## config.mk

```make
export PLATFORM = sky130hd
export DESIGN_NAME = pong_match_controller_flat
export DESIGN_NICKNAME = d
export VERILOG_FILES = /design/src/rtl/pong_match_if.sv /design/src/rtl/pong_match_controller.sv /design/src/flat_wrapper.sv
export SDC_FILE = /design/constraint.sdc
export NUM_CORES = 1
export LEC_CHECK = 0
export ABC_CLOCK_PERIOD_IN_PS = 4800
export BUFFER_PORTS_ARGS = -buffer_cell sky130_fd_sc_hd__buf_2
export CORE_MARGIN = 2
export CORE_UTILIZATION = 55
export DETAILED_ROUTE_END_ITERATION = 8
export GPL_ROUTABILITY_DRIVEN = 0
export PLACE_DENSITY = 0.78
export SYNTH_ARGS = -nofsm -noshare
export SYNTH_HDL_FRONTEND = slang
export SYNTH_SLANG_ARGS = --single-unit
```

## constraint.sdc

```tcl
create_clock -name VGA_CLOCK -period 4.8 [get_ports VGA_CLOCK]
set_input_delay 0.96 -clock VGA_CLOCK [delete_from_list [all_inputs] [get_ports VGA_CLOCK]]
set_output_delay 0.96 -clock VGA_CLOCK [all_outputs]
set_load 0.02 [all_outputs]
```

## src/rtl/pong_match_if.sv

```systemverilog
// Signal bundle between the pong game engine (master) and the match controller (slave).
interface pong_match_if;
  logic       FRAME_TICK;
  logic       START;
  logic       PAUSE;
  logic       MISS_A;
  logic       MISS_B;
  logic       BALL_ENABLE;
  logic       SERVE;
  logic       SERVE_DIR;
  logic [3:0] SCORE_A;
  logic [3:0] SCORE_B;
  logic       GAME_OVER;
  logic       WINNER;
  logic [2:0] STATE;

  modport master (
    output FRAME_TICK, START, PAUSE, MISS_A, MISS_B,
    input  BALL_ENABLE, SERVE, SERVE_DIR, SCORE_A, SCORE_B, GAME_OVER, WINNER, STATE
  );

  modport slave (
    input  FRAME_TICK, START, PAUSE, MISS_A, MISS_B,
    output BALL_ENABLE, SERVE, SERVE_DIR, SCORE_A, SCORE_B, GAME_OVER, WINNER, STATE
  );
endinterface

```

## src/rtl/pong_match_controller.sv

```systemverilog
// Pong match sequencer: serve delay, rally, point hold, scoring and game over.
// Optional pause support is compiled in with `define PONG_MATCH_PAUSE_EN.
module pong_match_controller #(
  parameter int SERVE_FRAMES = 120,
  parameter int POINT_FRAMES = 60,
  parameter int WIN_SCORE    = 7
) (
  input  logic         VGA_CLOCK,
  input  logic         RESET_N,
  pong_match_if.slave  bus
);

  typedef enum logic [2:0] {
    S_IDLE       = 3'd0,
    S_SERVE_WAIT = 3'd1,
    S_PLAY       = 3'd2,
    S_POINT      = 3'd3,
    S_GAME_OVER  = 3'd4,
    S_PAUSED     = 3'd5
  } state_t;

  localparam logic [7:0] SERVE_LAST = 8'(SERVE_FRAMES - 1);
  localparam logic [7:0] POINT_LAST = 8'(POINT_FRAMES - 1);
  localparam logic [3:0] WIN        = 4'(WIN_SCORE);

  state_t     r_state, w_state_nxt;
  logic [7:0] r_frame_cnt, w_frame_cnt_nxt;
  logic [3:0] r_score_a, w_score_a_nxt;
  logic [3:0] r_score_b, w_score_b_nxt;
  logic       r_serve, w_serve_nxt;
  logic       r_serve_dir, w_serve_dir_nxt;
  logic       r_winner, w_winner_nxt;
  logic       r_ball_en, r_game_over, r_start_q;
  logic       w_start_evt, w_pause_req;

  assign w_start_evt = bus.START & ~r_start_q;

`ifdef PONG_MATCH_PAUSE_EN
  assign w_pause_req = bus.PAUSE;
`else
  assign w_pause_req = 1'b0;
`endif

  always_comb begin
    // NOTE: every signal gets a default before the case so no path can infer a latch.
    w_state_nxt     = r_state;
    w_frame_cnt_nxt = r_frame_cnt;
    w_score_a_nxt   = r_score_a;
    w_score_b_nxt   = r_score_b;
    w_serve_nxt     = 1'b0;
    w_serve_dir_nxt = r_serve_dir;
    w_winner_nxt    = r_winner;

    case (r_state)
      S_IDLE, S_GAME_OVER: begin
        if (w_start_evt) begin
          w_score_a_nxt   = 4'd0;
          w_score_b_nxt   = 4'd0;
          w_serve_dir_nxt = 1'b1;
          w_state_nxt     = S_SERVE_WAIT;
        end
      end
      S_SERVE_WAIT: begin
        if (bus.FRAME_TICK) begin
          if (r_frame_cnt == SERVE_LAST) begin
            w_state_nxt = S_PLAY;
            w_serve_nxt = 1'b1;
          end else begin
            w_frame_cnt_nxt = r_frame_cnt + 8'd1;
          end
        end
      end
      S_PLAY: begin
        // A simultaneous double miss is a dead ball: point hold, no score.
        if (bus.MISS_A || bus.MISS_B) begin
          w_state_nxt = S_POINT;
          if (bus.MISS_A && !bus.MISS_B) begin
            if (r_score_b != WIN) w_score_b_nxt = r_score_b + 4'd1;
            w_serve_dir_nxt = 1'b0;
          end else if (bus.MISS_B && !bus.MISS_A) begin
            if (r_score_a != WIN) w_score_a_nxt = r_score_a + 4'd1;
            w_serve_dir_nxt = 1'b1;
          end
        end else if (w_pause_req) begin
          w_state_nxt = S_PAUSED;
        end
      end
      S_POINT: begin
        if (bus.FRAME_TICK) begin
          if (r_frame_cnt == POINT_LAST) begin
            if (r_score_a == WIN || r_score_b == WIN) begin
              w_state_nxt  = S_GAME_OVER;
              w_winner_nxt = (r_score_b == WIN);
            end else begin
              w_state_nxt = S_SERVE_WAIT;
            end
          end else begin
            w_frame_cnt_nxt = r_frame_cnt + 8'd1;
          end
        end
      end
      S_PAUSED: begin
        if (w_pause_req) w_state_nxt = S_PLAY;
      end
      default: w_state_nxt = S_IDLE;
    endcase

    if (w_state_nxt != r_state) w_frame_cnt_nxt = 8'd0;
  end

  // NOTE: state registers use non-blocking assignments so all flops update together.
  always_ff @(posedge VGA_CLOCK or negedge RESET_N) begin
    if (!RESET_N) begin
      r_state     <= S_IDLE;
      r_frame_cnt <= 8'd0;
      r_score_a   <= 4'd0;
      r_score_b   <= 4'd0;
      r_serve     <= 1'b0;
      r_serve_dir <= 1'b1;
      r_winner    <= 1'b0;
      r_ball_en   <= 1'b0;
      r_game_over <= 1'b0;
      r_start_q   <= 1'b1;
    end else begin
      r_state     <= w_state_nxt;
      r_frame_cnt <= w_frame_cnt_nxt;
      r_score_a   <= w_score_a_nxt;
      r_score_b   <= w_score_b_nxt;
      r_serve     <= w_serve_nxt;
      r_serve_dir <= w_serve_dir_nxt;
      r_winner    <= w_winner_nxt;
      r_ball_en   <= (w_state_nxt == S_PLAY);
      r_game_over <= (w_state_nxt == S_GAME_OVER);
      r_start_q   <= bus.START;
    end
  end

  assign bus.STATE       = r_state;
  assign bus.SCORE_A     = r_score_a;
  assign bus.SCORE_B     = r_score_b;
  assign bus.SERVE       = r_serve;
  assign bus.SERVE_DIR   = r_serve_dir;
  assign bus.WINNER      = r_winner;
  assign bus.BALL_ENABLE = r_ball_en;
  assign bus.GAME_OVER   = r_game_over;

endmodule

```

## src/flat_wrapper.sv

```systemverilog
// flat-port wrapper written by rule: the top's interface ports become plain ports
module pong_match_controller_flat 
#(
  parameter int SERVE_FRAMES = 120,
  parameter int POINT_FRAMES = 60,
  parameter int WIN_SCORE    = 7
)
  (VGA_CLOCK, RESET_N, bus_FRAME_TICK, bus_START, bus_PAUSE, bus_MISS_A, bus_MISS_B, bus_BALL_ENABLE, bus_SERVE, bus_SERVE_DIR, bus_SCORE_A, bus_SCORE_B, bus_GAME_OVER, bus_WINNER, bus_STATE);
  pong_match_if bus_i ();
  input  logic VGA_CLOCK;
  input  logic RESET_N;
  input wire logic [$bits(bus_i.FRAME_TICK)-1:0] bus_FRAME_TICK;
  input wire logic [$bits(bus_i.START)-1:0] bus_START;
  input wire logic [$bits(bus_i.PAUSE)-1:0] bus_PAUSE;
  input wire logic [$bits(bus_i.MISS_A)-1:0] bus_MISS_A;
  input wire logic [$bits(bus_i.MISS_B)-1:0] bus_MISS_B;
  output wire logic [$bits(bus_i.BALL_ENABLE)-1:0] bus_BALL_ENABLE;
  output wire logic [$bits(bus_i.SERVE)-1:0] bus_SERVE;
  output wire logic [$bits(bus_i.SERVE_DIR)-1:0] bus_SERVE_DIR;
  output wire logic [$bits(bus_i.SCORE_A)-1:0] bus_SCORE_A;
  output wire logic [$bits(bus_i.SCORE_B)-1:0] bus_SCORE_B;
  output wire logic [$bits(bus_i.GAME_OVER)-1:0] bus_GAME_OVER;
  output wire logic [$bits(bus_i.WINNER)-1:0] bus_WINNER;
  output wire logic [$bits(bus_i.STATE)-1:0] bus_STATE;
  assign bus_i.FRAME_TICK = bus_FRAME_TICK;
  assign bus_i.START = bus_START;
  assign bus_i.PAUSE = bus_PAUSE;
  assign bus_i.MISS_A = bus_MISS_A;
  assign bus_i.MISS_B = bus_MISS_B;
  assign bus_BALL_ENABLE = bus_i.BALL_ENABLE;
  assign bus_SERVE = bus_i.SERVE;
  assign bus_SERVE_DIR = bus_i.SERVE_DIR;
  assign bus_SCORE_A = bus_i.SCORE_A;
  assign bus_SCORE_B = bus_i.SCORE_B;
  assign bus_GAME_OVER = bus_i.GAME_OVER;
  assign bus_WINNER = bus_i.WINNER;
  assign bus_STATE = bus_i.STATE;
  pong_match_controller #(.SERVE_FRAMES(SERVE_FRAMES), .POINT_FRAMES(POINT_FRAMES), .WIN_SCORE(WIN_SCORE)) u_core (.VGA_CLOCK(VGA_CLOCK), .RESET_N(RESET_N), .bus(bus_i));
endmodule
```

==> flow_metrics.tcl <==
set metrics [dict create \
    avgSynthCellArea_um2 10.2 \
    final.setup.tns_ns 0 \
    hp-class "reg2reg" \
    fin_area_um2 1510 \
    fmax_ghz 0.457 \
    grt_util_met3_pct 3.61 \
    p_per_area_nw_per_um2 268 \
    globalRouteOverflowTotal 0 \
    clk-insertion-delay-late_ns 0.31 \
    drive_above_1_share_pct 20.9 \
    ys_top_cells_by_count "dfrtp_1 (23), nor2_1 (10), o21ai_0 (8)" \
    wirelength_um 2750 \
    drt_iter0_drc 21 \
    cpPeakStageDelay_ns 0.66 \
    io_pins 23 \
    nets 164 \
    grt.total_usage_pct 21.3 \
    clk_pin_slew_ns 0.13 \
    synthArstFlopShare_pct 100 \
    synthToLayoutAreaGrowth_pct 10.7 \
    cts_max_level 1 \
    synth.largest_area_cell "dfrtp_1" \
    grt_pass1_wl_um 4510 \
    syn_inst 133 \
    dp_hpwl_um 2020 \
    crit_path_end_kind "output port" \
    required_ns 3.84 \
    cts_tree "built" \
    regArea_um2 628 \
    antenna_found_initial 0 \
    instances_no_fill 183 \
    period_share_pct 45.6 \
    finalClockSkew_ns 0.0106 \
    power_leakage_nw 0.708 \
    path_class "reg2out" \
    path_max_fanout 18 \
    slew_violations 0 \
    cts_buffers 3 \
    crit_path_start "u_core.bus.STATE[1]$_DFF_PN0_" \
    r2r-start "u_core.r_frame_cnt[0]$_DFFE_PN0P_" \
    start_kind "flop" \
    first_pass_iters 4 \
    grt_pass1_vias 1056 \
    rsz0062_at_grt "false" \
    vias 1119 \
    syn_area_um2 1360 \
    cap_violations 0 \
    drtAntennaViolNets 0 \
    worst_ep_arrival_time_ns 1.23 \
    worstPathCellList "buf_2" \
    synth.top_cell.area_share_pct 42.2 \
    drc 0 \
    setup_viol 0 \
    row_count 18 \
    cts_root_buf "clkbuf_4" \
    busiest_layer "met2" \
    initial_utilization_pct 56.5 \
    power_mw 0.404 \
    grt.met2_usage_pct 34.3 \
    multi_input_area_um2 692 \
    finalCriticalPeriod_ns 2.19 \
    port_buffers 21 \
    core_um2 2410 \
    run_status "finished clean" \
    cpMaxStageDelayCell "dfrtp_1" \
    synthTopCellsByArea "dfrtp_1 (42%), dfstp_2 (3.9%), xor2_1 (3.9%)" \
    syn_nets 143 \
    synth_cell_types 47 \
    viasPerCell 6.11 \
    dieHeight_um 53.8 \
    ir_drop_uv 224 \
    utilization_pct 62.6 \
    fp.dieArea_um2 2890 \
    ys_seq_elements 25 \
    postCtsHoldBufs 0 \
    grt_max_degree 26 \
    wl_per_cell_um 15.0 \
    ys.flop_type "dfrtp_1" \
    cts_sinks 25 \
    n_fill_cell 210 \
    synth_edf_count 0 \
    cts_setup_buffers 0 \
    ctsResizeCount 0 \
    post-synth-top-count-cell "dfrtp_1" \
    cp_top_family "flip-flops" \
    worstMarginPinSlew_ns 0.539 \
    dp_cells 179 \
    met1_usage_pct 28.0 \
    yosys_warnings 0 \
    crit_buf_inv 1 \
    ctsLongestPathBuffers 2 \
    seq_area_frac_synth_pct 46.1 \
    min_from "u_core.bus.WINNER$_DFFE_PN0P_" \
    n_antenna_cell 0 \
    place_area_um2 1480 \
    fp.dieW_um 53.8 \
    hold_viol_final 0 \
    relSlewSlack_pct 64.1 \
]
## final cells by class
cell class	count	share of cell area, %
tap	30	2.49
sequential	25	41.7
timing repair buffer	21	6.97
inverter	5	1.24
multi-input combinational	98	45.9
clock buffer	4	1.74
## registers in the layout (all words and copies together), names as in the netlist
signal and flops:
u_core.bus.SERVE_DIR 1, u_core.bus.STATE 3, u_core.bus.GAME_OVER 1, u_core.bus.BALL_ENABLE 1, u_core.bus.SCORE_B 4, u_core.r_start_q 1
u_core.bus.SCORE_A 4, u_core.bus.WINNER 1, u_core.r_frame_cnt 8, u_core.bus.SERVE 1
## cell usage in the layout, fill, tap and decap left out, types with 3 or more instances in the layout
master,n
clkbuf_4,3
nor2_1,10
xor2_1,6
and2_1,3
o21ai_0,8
inv_1,5
a21oi_1,7
buf_2,21
and3_1,3
dfrtp_1,23
and3b_1,3
nand3_1,7
nor3_1,4
ha_1,3
nand3b_1,4
nand2b_1,3
## routing by layer
layer / vias up / wire [um]
li1: 541 / -
met1: 542 / 1280
met2: 32 / 1330
met3: 4 / 115
met4: 0 / 18
met5: - / 0
## power by group
part,internal [mW],total [mW],switching [mW],leakage [nW]
logic,0.0280,0.0621,0.0341,0.365
registers,0.229,0.252,0.0228,0.328
clock network,0.0324,0.0900,0.0576,0.0150
total,0.290,0.404,0.115,0.708
## kinds of logic after synthesis
logic type               synth area share, %
multiplexers                           0.826
buffers and inverters                   3.12
adder cells (fa/ha/maj)                 2.76
flip-flops                              46.1
XOR/XNOR                                4.50
AO/OA/AOI/OAI                           15.9
AND/OR/NAND/NOR                         26.8
## worst paths after layout
path / end / slack [ns] / cells after the start
hold / removal: u_core.bus.WINNER$_DFFE_PN0P_ / 0.56 / 2
setup / recovery: bus_STATE[1] / 2.61 / 1
max in group asynchronous: u_core.r_start_q$_DFF_PN1_ / 3.82 / 1
min in group asynchronous: u_core.bus.SCORE_B[3]$_DFFE_PN0P_ / 0.61 / 1
hold reg to reg: u_core.bus.WINNER$_DFFE_PN0P_ / 0.56 / 2
setup reg to reg: u_core.r_frame_cnt[2]$_DFFE_PN0P_ / 2.98 / 5
## per-stage QoR
step	worst slack, ns	hold WS, ns
finish	2.61	0.561
global route	2.52	0.605
CTS	2.59	0.539
detailed placement	2.60	0.507
global placement	2.62	0.495
floorplan	2.88	0.519
No activity file was read; power rests on OpenSTA's default activity.
